$ cat src/rtl/sram_arb_pkg.sv
// Shared definitions for the SRAM arbiter: FSM state encoding, grant codes
// and the default SRAM address width.
package sram_arb_pkg;

    typedef enum logic [1:0] {
        ST_IDLE = 2'd0,
        ST_ACC  = 2'd1,
        ST_DONE = 2'd2
    } state_t;

    localparam logic [1:0] GNT_NONE = 2'd0;
    localparam logic [1:0] GNT_VID  = 2'd1;
    localparam logic [1:0] GNT_CPU  = 2'd2;
    localparam logic [1:0] GNT_DMA  = 2'd3;

    localparam int ADDR_W_DEF = 21;

endpackage

$ cat src/rtl/sram_arb_pick.sv
// Combinational winner selection: video first unless it has hit its streak cap
// while others wait, then CPU/DMA round-robin.
module sram_arb_pick
    import sram_arb_pkg::*;
#(
    parameter int VID_MAX = 8,
    parameter int CNT_W   = 4
) (
    input  logic             vid_req,
    input  logic             cpu_req,
    input  logic             dma_req,
    input  logic [CNT_W-1:0] vid_cnt,
    input  logic             rr_last_dma,
    output logic [1:0]       win
);

    logic others;

    always_comb begin
        others = cpu_req | dma_req;
        win    = GNT_NONE;
        if (vid_req && ((vid_cnt < CNT_W'(VID_MAX)) || !others))
            win = GNT_VID;
        else if (cpu_req && dma_req)
            win = rr_last_dma ? GNT_CPU : GNT_DMA;
        else if (cpu_req)
            win = GNT_CPU;
        else if (dma_req)
            win = GNT_DMA;
    end

endmodule

$ cat src/rtl/sram_arbiter.sv
// Three-way arbiter for the shared 8-bit async SRAM; owns every SRAM pin and
// runs each access as IDLE -> ACC (ACC_CYC cycles) -> DONE.
module sram_arbiter
    import sram_arb_pkg::*;
#(
    parameter  int ADDR_W  = ADDR_W_DEF,
    parameter  int ACC_CYC = 2,
    parameter  int VID_MAX = 8,
    localparam int CNT_W   = $clog2(VID_MAX + 1)
) (
    input  logic              clk,
    input  logic              reset_n,
    // Handshake: a requester raises req with addr/we/wdata and holds them until
    // its one-cycle ack; they are latched at grant, and a req still high in the
    // cycle after ack is taken as a fresh request.
    input  logic              vid_req,
    input  logic [ADDR_W-1:0] vid_addr,
    output logic              vid_ack,
    output logic [7:0]        vid_rdata,
    input  logic              cpu_req,
    input  logic              cpu_we,
    input  logic [ADDR_W-1:0] cpu_addr,
    input  logic [7:0]        cpu_wdata,
    output logic              cpu_ack,
    output logic [7:0]        cpu_rdata,
    input  logic              dma_req,
    input  logic              dma_we,
    input  logic [ADDR_W-1:0] dma_addr,
    input  logic [7:0]        dma_wdata,
    output logic              dma_ack,
    output logic [7:0]        dma_rdata,
    output logic [ADDR_W-1:0] sram_a,
    input  logic [7:0]        sram_d_in,
    output logic [7:0]        sram_d_out,
    output logic              sram_d_oe,
    output logic              sram_we_n,
    output logic [1:0]        grant,
    output state_t            dbg_state,
    output logic [CNT_W-1:0]  dbg_vid_cnt
);

    state_t           state;
    logic [3:0]       cyc;
    logic             acc_we;
    logic [CNT_W-1:0] vid_cnt;
    logic             rr_last_dma;
    logic [1:0]       pick;

    sram_arb_pick #(
        .VID_MAX (VID_MAX),
        .CNT_W   (CNT_W)
    ) u_pick (
        .vid_req     (vid_req),
        .cpu_req     (cpu_req),
        .dma_req     (dma_req),
        .vid_cnt     (vid_cnt),
        .rr_last_dma (rr_last_dma),
        .win         (pick)
    );

    assign dbg_state   = state;
    assign dbg_vid_cnt = vid_cnt;

    always_ff @(posedge clk) begin
        if (!reset_n) begin
            state       <= ST_IDLE;
            cyc         <= 4'd0;
            acc_we      <= 1'b0;
            sram_a      <= '0;
            sram_d_out  <= 8'd0;
            sram_d_oe   <= 1'b0;
            sram_we_n   <= 1'b1;
            vid_ack     <= 1'b0;
            cpu_ack     <= 1'b0;
            dma_ack     <= 1'b0;
            vid_rdata   <= 8'd0;
            cpu_rdata   <= 8'd0;
            dma_rdata   <= 8'd0;
            grant       <= GNT_NONE;
            vid_cnt     <= '0;
            rr_last_dma <= 1'b0;
        end else begin
            vid_ack <= 1'b0;
            cpu_ack <= 1'b0;
            dma_ack <= 1'b0;
            case (state)
                ST_IDLE: begin
                    if (pick != GNT_NONE) begin
                        state <= ST_ACC;
                        cyc   <= 4'd0;
                        grant <= pick;
                        case (pick)
                            GNT_VID: begin
                                sram_a    <= vid_addr;
                                acc_we    <= 1'b0;
                                sram_d_oe <= 1'b0;
                                if (vid_cnt < CNT_W'(VID_MAX))
                                    vid_cnt <= vid_cnt + CNT_W'(1);
                            end
                            GNT_CPU: begin
                                sram_a      <= cpu_addr;
                                acc_we      <= cpu_we;
                                sram_d_oe   <= cpu_we;
                                if (cpu_we)
                                    sram_d_out <= cpu_wdata;
                                vid_cnt     <= '0;
                                rr_last_dma <= 1'b0;
                            end
                            default: begin
                                sram_a      <= dma_addr;
                                acc_we      <= dma_we;
                                sram_d_oe   <= dma_we;
                                if (dma_we)
                                    sram_d_out <= dma_wdata;
                                vid_cnt     <= '0;
                                rr_last_dma <= 1'b1;
                            end
                        endcase
                    end
                end
                ST_ACC: begin
                    if (cyc == 4'(ACC_CYC - 1)) begin
                        // WE_n rises here while data is still driven: hold time.
                        state     <= ST_DONE;
                        sram_we_n <= 1'b1;
                        case (grant)
                            GNT_VID: begin
                                vid_ack   <= 1'b1;
                                vid_rdata <= sram_d_in;
                            end
                            GNT_CPU: begin
                                cpu_ack <= 1'b1;
                                if (!acc_we)
                                    cpu_rdata <= sram_d_in;
                            end
                            default: begin
                                dma_ack <= 1'b1;
                                if (!acc_we)
                                    dma_rdata <= sram_d_in;
                            end
                        endcase
                    end else begin
                        cyc       <= cyc + 4'd1;
                        sram_we_n <= !acc_we;
                    end
                end
                ST_DONE: begin
                    state     <= ST_IDLE;
                    sram_d_oe <= 1'b0;
                    grant     <= GNT_NONE;
                end
                default: begin
                    state     <= ST_IDLE;
                    sram_we_n <= 1'b1;
                    sram_d_oe <= 1'b0;
                    grant     <= GNT_NONE;
                end
            endcase
        end
    end

endmodule

$ cat config.mk
export PLATFORM = sky130hd
export DESIGN_NAME = sram_arbiter
export DESIGN_NICKNAME = d
export VERILOG_FILES = /design/src/rtl/sram_arb_pkg.sv /design/src/rtl/sram_arb_pick.sv /design/src/rtl/sram_arbiter.sv
export SDC_FILE = /design/constraint.sdc
export NUM_CORES = 1
export LEC_CHECK = 0
export CORE_MARGIN = 10
export CORE_UTILIZATION = 40
export DETAILED_ROUTE_END_ITERATION = 16
export DONT_BUFFER_PORTS = 1
export SYNTH_ARGS = -nofsm -noshare
export SYNTH_HDL_FRONTEND = slang
export SYNTH_SLANG_ARGS = --single-unit
$ cat constraint.sdc
create_clock -name clk -period 2.5 [get_ports clk]
set_clock_uncertainty 0.15 [all_clocks]
set_input_delay 0.25 -clock clk [delete_from_list [all_inputs] [get_ports clk]]
set_output_delay 0.25 -clock clk [all_outputs]
set_load 0.02 [all_outputs]
Yosys cells after proc, flatten, opt, wreduce, memory -nomap -nowiden:

Index checks and enable logic that the tools add are counted.

* $add $sub $neg: 2
* $mul: 0
* div/mod/pow operators: 0
* $lt $le $gt $ge: 1
* eq/ne operators: 12
* shift operators: 0
* multiplexer cells: 28
* bitwise gates (word level): 5
* reduce and logical (&&, ||, !) cells: 22

Operators by type and width (number)
* 21-bit case mux with 2 select lines: 1
* 4-bit 2-to-1 mux: 4
* 8-bit 2-to-1 mux: 2
* 8-bit case mux with 2 select lines: 1
* 3-bit AND reduction: 5
* 2-bit 2-to-1 mux: 7
* 2-bit inequality test (second input constant): 5
* 4-bit by 1-bit adder with 4-bit output (second input constant): 2
* 1-bit case mux with 2 select lines: 4
* 2-bit case mux with 2 select lines: 2
* 4-bit case mux with 2 select lines: 1
* 4-bit AND reduction: 2
* 2-bit by 1-bit equality test with 1-bit output (second input constant): 3
* 2-bit equality test (second input constant): 3
* 1-bit 2-to-1 mux: 6
* 2-bit AND reduction: 3
* 2-bit nonzero test: 3
* 5-bit AND reduction: 1
* 4-bit by 1-bit equality test with 1-bit output (second input constant): 1
* 4-bit less-than comparator (second input constant): 1
* 1-bit NOT: 4
* 2-bit OR reduction: 2
* 1-bit logical AND: 2
* 1-bit zero test: 2
* other kinds (3): 3

* flip-flop bits (word level): 72
* bits in latches: 0
* bits in writable memories: 0
* bits in read-only memories: 0
* input bits: 94
* output and inout bits: 66
* word-level logic and storage cells: 86
* memories kept: 0

Longest topological paths before layout:

Gate-level depths: netlist of the first run.

* depth after elaboration: 9
* depth in mapped cells: 8
* mapped depth without buffers: 7

Hierarchy:

Synthesis of the first run repeated with hierarchy kept, for this count alone.

* cells, all modules: 391
* area, all modules: 3413.3 um^2

By module, submodules not included
* sram_arbiter: instances 1, cells each 386, area each 3377.0 um^2, sequential area each 1441.4 um^2
* sram_arb_pick: instances 1, cells each 5, area each 36.3 um^2, sequential area each 0.0 um^2

Worst setup path after synthesis of the first run:

Ideal clock, no wire load.

* kind: register -> register
* from: register vid_cnt[3] (netlist: dbg_vid_cnt[3])
* to: register sram_a[9]
* library setup time: 101 ps
* arrival: 2003 ps
* slack: 246 ps
* cell stages (with the launch flop): 9
* path buffers: 2
* path through: dfxtp_1 > nand2b_1 > o221a_2 > inv_1 > ha_1 > clkbuf_1 > clkbuf_1 > a221oi_1 > o41ai_1

* longest elaborated chain between the ends: 6
* elaborated cells between the ends (all ways): 9
* classes of those cells: order compare (1); eq/ne (2); mux (2); reduce/logical (4)

RTL lines
* start, declared: RTL line sram_arbiter.sv:45 `logic [CNT_W-1:0] vid_cnt;`
* start signal, assigned: RTL line sram_arbiter.sv:98 `vid_cnt <= vid_cnt + CNT_W'(1);`
* 4-bit less-than comparator (*): RTL line sram_arb_pick.sv:22 `if (vid_req && ((vid_cnt < CNT_W'(VID_MAX)) || !others))`
* 1-bit logical OR (*): RTL line sram_arb_pick.sv:22
* 1-bit logical AND (*): RTL line sram_arb_pick.sv:22
* 2-bit 2-to-1 mux (*): RTL line sram_arb_pick.sv:22
* 2-bit equality test, or another cell as far along: RTL line sram_arbiter.sv:92 `case (pick)`
* 21-bit case mux with 2 select lines or 2-bit AND reduction (tied branches)
* end signal, assigned: RTL line sram_arbiter.sv:94 `sram_a <= vid_addr;`
* end signal, assigned: RTL line sram_arbiter.sv:101 `sram_a <= cpu_addr;`
* end signal, assigned: RTL line sram_arbiter.sv:110 `sram_a <= dma_addr;`
* end, declared: RTL line sram_arbiter.sv:32 `output logic [ADDR_W-1:0] sram_a,`

Every way passes the cells marked *; elsewhere a longest branch is shown, timed or not.
A chain may end at the register's enable or synchronous reset.

Worst setup path after layout of the first run:

* from: register vid_cnt[3] (netlist: dbg_vid_cnt[3])
* to: register sram_a[10]

Same word-level chain as after synthesis.

==> results of run 1 <==
-- worst max-delay path: stages, from the launching register on --
cell	delay, ns
dfxtp_1	0.32
nand2b_1	0.16
o221a_2	0.17
ha_1	0.30
or3_2	0.50
buf_12	0.21
o41ai_1	0.34
-- power groups by stage --
stage	Combinational [uW]	Sequential, uW	Clock, uW
6_report	473	1380	925
5_1_grt	526	1400	1000
4_1_cts	478	1380	958
3_5_place_dp	412	1410	0
3_3_place_gp	401	1410	0
2_1_floorplan	353	1380	0
-- cells by family after synthesis --
group,count (synthesis),synth area share
adders and majority gates,9,0.0322
AOI/OAI and AO/OA,69,0.190
DFF,72,0.412
buffers and inverters,43,0.0547
muxes,42,0.123
xor gates and xnor gates,1,0.00250
and+or+nand+nor,128,0.185
-- final timing paths --
kind / from / to / cells past startpoint
hold reg to reg: rr_last_dma$_SDFFE_PN0P_ / rr_last_dma$_SDFFE_PN0P_ / 2
setup reg to reg: dbg_vid_cnt[3]$_SDFFE_PN0P_ / sram_a[10]$_SDFFE_PN0P_ / 6
hold / removal: cpu_req / grant[1]$_SDFFE_PN0P_ / 2
setup / recovery: dbg_vid_cnt[3]$_SDFFE_PN0P_ / sram_a[10]$_SDFFE_PN0P_ / 6
-- cell type report --
cell class	instances	share of cell area
Timing Repair Buffer	41	0.105
Tap cell	108	0.0329
Sequential cell	72	0.351
Clock buffer	10	0.0310
Clock inverter	6	0.0167
Inverter	11	0.0100
Multi-Input combinational cell	249	0.454
-- state kept, by name, indices dropped and copies added (netlist names) --
signal       count
rr_last_dma      1
dbg_state        2
dbg_vid_cnt      4
sram_d_oe        1
acc_we           1
dma_rdata        8
grant            2
sram_a          21
cpu_ack          1
vid_rdata        8
cpu_rdata        8
sram_we_n        1
vid_ack          1
dma_ack          1
sram_d_out       8
cyc              4
-- synthesized netlist by cell type, drive strengths merged, types with 2 or more instances --
cell,number,share of area
nand4b,2,0.0050
nand2b,6,0.011
dfxtp,72,0.41
nor2,4,0.0043
nand2,55,0.059
mux2,8,0.026
buf,15,0.025
a21oi,7,0.010
and3,2,0.0036
o211ai,3,0.0064
clkbuf,17,0.018
ha,9,0.032
a221oi,21,0.053
inv,11,0.012
nand3,25,0.036
o41ai,21,0.085
o21ai,6,0.0086
mux2i,34,0.097
o22ai,2,0.0036
nor3,4,0.0057
nor2b,23,0.041
-- metrics by stage --
stage	cells	setup WS, ns	cell area (um^2)	hold WS (ns)	util
final	497	0.227	4110	0.0300	0.476
after global routing	497	0.0518	4110	0.0138	0.476
after CTS	497	0.231	4110	0.0125	0.476
after detailed placement	449	0.232	3580	0.235	0.414
after global placement	449	0.324	3580	0.234	0.414
after floorplan	364	0.246	3500	0.263	-
-- routing by layer --
metal / vias to the layer above / track usage / wire length, um
li1: 1362 / - / -
met1: 1366 / 0.165 / 3790
met2: 115 / 0.234 / 4750
met3: 12 / 0.0819 / 1190
met4: 0 / 0.0525 / 159
met5: - / 0 / 0
==> results.yml, run 1 <==
critical_path:
  cp-end-kind: "flip-flop"
  start_kind: "flip-flop"
  path_class: "reg2reg"
  ff2ff_setup_slack_ns: 0.23
  cp.required_ns: 2.59
  arrival_ns: 2.36
  crit_fanout: 44
global_routing:
  track_usage: 0.149
  grt_overflow: 0
  antenna_found_initial: 0
  grt_max_degree: 85
  grt_pass1_vias: 2899
  grt_pass1_wl_um: 15500
pwr:
  irDropWorstVdd_mv: 0.310
  seqPwrFrac: 0.497
  swShare: 0.313
  switchingPower_uw: 869
  finalPower_uw: 2780
  power.leakage_uw: 0.00173
  p_comb_frac: 0.170
  power.density_nw_per_um2: 676
  pwr-share-clk: 0.333
  internal-power_uw: 1910
floorplan:
  core_um2: 8640
  pin_count: 160
  initial_utilization: 0.405
  dieArea_um2: 12900
  core.rowCount: 34
  die_h_um: 114
  die_x_um: 114
placed_design:
  place_congestion: 0.744
  io_buffers: 0
  dp_hpwl_um: 6920
finish:
  multi_input_area_um2: 1870
  drive_gt1_frac: 0.139
  fill_cells: 817
  regArea_um2: 1440
  layout.nets: 487
  final_common_cell: "dfxtp_1"
  final_cell_mix: "72 x dfxtp_1, 55 x nand2_1, 34 x mux2i_1"
  area_growth_pct: 17.5
  antenna_cells: 0
sta:
  fin_tns_setup_ns: 0
  maxSlewViolCount: 0
  finalSetupViolCount: 0
  rsz0062_at_grt: "no"
  final.min_clock_period_ns: 2.27
  maxSlewHeadroom: 0.563
  worstMarginPinSlew_ns: 0.652
  finalHoldViolations: 0
  fin_crit_sh: 0.909
  max_freq_mhz: 440
route:
  drt-wirelength-per-cell_um: 19.9
  drt_first_pass_iters: 4
  wirelength_um: 9890
  vias_per_cell: 5.74
  drt_iter0_drc: 223
  route.vias.total: 2855
  antenna_left: 0
  drc: 0
run:
  drv_cap: 0
min_path:
  holdCritPathClass: "in2reg"
clock_tree:
  cts_resized: 0
  cts-htree-levels: 3
  cts_hold_buf: 32
  post_cts_buffers: 0
  clockBufferDepth: 2
  cts_tree: "done"
  clock_sinks: 72
  cts.clk_slew.worst_paths_ns: 0.08
  cts_root_buffer: "clkbuf_8"
  numCtsBuffers: 9
  clock_latency_ns: 0.34
yosys:
  avgSynthCellArea_um2: 9.61
  synth_seq_cells: 72
  syn_nets: 467
  synth_warnings: 0
  synth_edf_count: 0
  synth_async_sr_flop_share: 0
  ys_seq_area_frac: 0.412
  syn_area_um2: 3500
  synthFlopType: "dfxtp_1"
  synth.distinct_cells: 42
  synth_cells: 364
run_status:
  outcome: "finished clean"
No activity file was read; power rests on OpenSTA's default activity.
==> run 2, diff against run 1 <==
--- a/config.mk
+++ b/config.mk
@@ -5,6 +5,7 @@
 export SDC_FILE = /design/constraint.sdc
 export NUM_CORES = 1
 export LEC_CHECK = 0
+export ABC_AREA = 1
 export CORE_MARGIN = 10
 export CORE_UTILIZATION = 40
 export DETAILED_ROUTE_END_ITERATION = 16
==> results.yml, run 2 <==
run_status:
  outcome: "finished clean"
finish:
  drive_gt1_frac: 0.0812
  layout.nets: 677
  final_common_cell: "nand2_1"
  largest_reg_flops: 21
  fill_cells: 826
  final_cells: 687
  regArea_um2: 1440
  area_growth_pct: 27.4
  regMostFlops: "sram_a"
  antenna_cells: 0
  final_cell_mix: "166 x nand2_1, 72 x dfxtp_1, 67 x dlygate4sd3_1"
  fin_util: 0.517
  multi_input_area_um2: 1770
route:
  drt_first_pass_iters: 4
  drt-wirelength-per-cell_um: 16.6
  drc: 0
  route.vias.total: 3456
  antenna_left: 0
  wirelength_um: 11400
  drt_iter0_drc: 168
  vias_per_cell: 5.03
critical_path:
  r2r_cells: 11
  arrival_ns: 2.47
  cp-end-kind: "flip-flop"
  critPathBufInv: 3
  crit_family: "buffers and inverters"
  r2r_start: "dbg_vid_cnt[3]$_SDFFE_PN0P_"
  cpPeakStageDelay_ns: 0.56
  cp.required_ns: 2.62
  crit_top_cell: "nand2_1"
  path_class: "reg2reg"
  cp_num_cells: 11
  path_cells: "buf_4, o21ai_0, nand2_1, nand2_1, ha_2, buf_6, nand2_1, nand2_1, dlygate4sd3_1, nand2_1, a21oi_1"
  crit_start: "dbg_vid_cnt[3]$_SDFFE_PN0P_"
  crit_fanout: 21
  crit_slowest_cell: "dlygate4sd3_1"
  start_kind: "flip-flop"
yosys:
  syn_nets: 615
  ys_seq_area_frac: 0.413
  avgSynthCellArea_um2: 6.82
  synth_top_area_share: 0.413
  synthTopCellsByArea: "dfxtp_1 41%, nand2_1 18%, a21oi_1 8.2%"
  synth_seq_cells: 72
  yosysMostFrequentCell: "nand2_1"
  synth_async_sr_flop_share: 0
  syn_area_um2: 3490
  synth.distinct_cells: 30
  synth_edf_count: 0
  synth_warnings: 0
  synthTopCellsByCount: "166 x nand2_1, 72 x dfxtp_1, 62 x nor2_1"
  synth_top_cell_by_area: "dfxtp_1"
  synthFlopType: "dfxtp_1"
  synth_cells: 512
pwr:
  switchingPower_uw: 962
  seqPwrFrac: 0.502
  swShare: 0.338
  internal-power_uw: 1890
  p_comb_frac: 0.200
  finalPower_uw: 2850
  irDropWorstVdd_mv: 0.338
  power.leakage_uw: 0.00199
  pwr-share-clk: 0.298
  power.density_nw_per_um2: 641
global_routing:
  grt_pass1_vias: 3606
  grt_max_degree: 58
  track_usage: 0.174
  grt_pass1_wl_um: 18400
  antenna_found_initial: 1
  grt_overflow: 0
clock_tree:
  clock_sinks: 72
  cts_tree: "done"
  numCtsBuffers: 9
  post_cts_buffers: 0
  cts.clk_slew.worst_paths_ns: 0.08
  cts-htree-levels: 3
  cts_root_buffer: "clkbuf_8"
  clock_latency_ns: 0.34
  clockBufferDepth: 2
placed_design:
  io_buffers: 0
  placed_cells: 603
  place_congestion: 0.838
  dp_hpwl_um: 7820
sta:
  finalSetupViolCount: 0
  maxSlewViolCount: 0
  max_freq_mhz: 425
  worstMarginPinSlew_ns: 0.498
  rsz0062_at_grt: "no"
  hold_slack_ns: 0.0183
  finalHoldViolations: 0
  fin_tns_setup_ns: 0
  final.min_clock_period_ns: 2.35
  fin_crit_sh: 0.942
  maxSlewHeadroom: 0.668
min_path:
  holdCritStartpoint: "cpu_addr[5]"
  hold_depth: 4
  holdCritPathClass: "in2reg"
floorplan:
  initial_utilization: 0.406
  core_um2: 8590
  pin_count: 160
  die_x_um: 113
  core.rowCount: 34
  dieArea_um2: 12900
  die_h_um: 113
run:
  drv_cap: 0
-- run 2: changes by cell type in the layout (fill, tap and decap cells not counted), sizes merged, moves of 14 or more --
cell         change
o41ai           -21
inv             +29
a21oi           +50
nand2          +117
nor2            +65
nor2b           -23
dlygate4sd3     +36
o21ai           +27
mux2i           -34
a221oi          -21
nand3           -14
-- run 2: final timing paths --
kind	slack [ns]	end
worst min register to register	0.32	acc_we$_SDFFE_PN0P_
worst max-delay path	0.15	sram_a[20]$_SDFFE_PN0P_
worst min-delay path	0.02	sram_a[5]$_SDFFE_PN0P_
worst max register to register	0.15	sram_a[20]$_SDFFE_PN0P_
-- run 2: cell type report --
type / count / area share
Inverter: 41 / 0.0352
Multi-Input combinational cell: 375 / 0.398
Tap cell: 108 / 0.0304
Timing Repair Buffer: 75 / 0.171
Sequential cell: 72 / 0.324
Clock inverter: 5 / 0.00704
Clock buffer: 11 / 0.0341
-- run 2: cells by family (layout without fill, tap and decap cells) --
group	after synthesis	in the layout	synth area share
and+or+nand+nor	263	263	0.314
AOI/OAI and AO/OA	101	101	0.153
DFF	72	72	0.413
buffers and inverters	65	132	0.0825
adders and majority gates	9	9	0.0323
xor gates and xnor gates	2	2	0.00502
-- run 2: power groups by stage --
| stage | Sequential [uW] | Clock (uW) | Combinational, uW |
|---|---|---|---|
| 3_3_place_gp | 1460 | 0 | 424 |
| 4_1_cts | 1430 | 867 | 552 |
| 5_1_grt | 1440 | 923 | 648 |
| 3_5_place_dp | 1460 | 0 | 435 |
| 6_report | 1430 | 849 | 570 |
| 2_1_floorplan | 1430 | 0 | 366 |
-- run 2: stage by stage --
stage | setup slack, ns | area (um^2)
3_5_place_dp | 0.327 | 3540
2_1_floorplan | 0.386 | 3490
5_1_grt | 0.00425 | 4450
4_1_cts | 0.114 | 4420
3_3_place_gp | 0.406 | 3540
6_report | 0.146 | 4450
-- run 2: timing repair --
item                                    in CTS  in global routing
resized for setup                            0                 10
hold buffers                                68                  0
hold endpoints to repair                    59                  0
endpoints found under the setup margin       0                 26
-- run 2: metal layers --
metal / vias to the layer above / share of wire / GRT usage
met2: 147 / 0.45 / 0.278
li1: 1739 / - / -
met4: 0 / 0.029 / 0.0745
met3: 29 / 0.13 / 0.103
met5: - / 0 / 0
met1: 1541 / 0.39 / 0.182
-- run 2: worst register-to-register path: cells and delay by family, from the launching register on --
family                     cells  cell delay, ns
buffers and inverters          3            0.93
and+or+nand+nor                5            0.37
AOI/OAI and AO/OA              2            0.24
DFF                            1            0.32
adders and majority gates      1            0.26
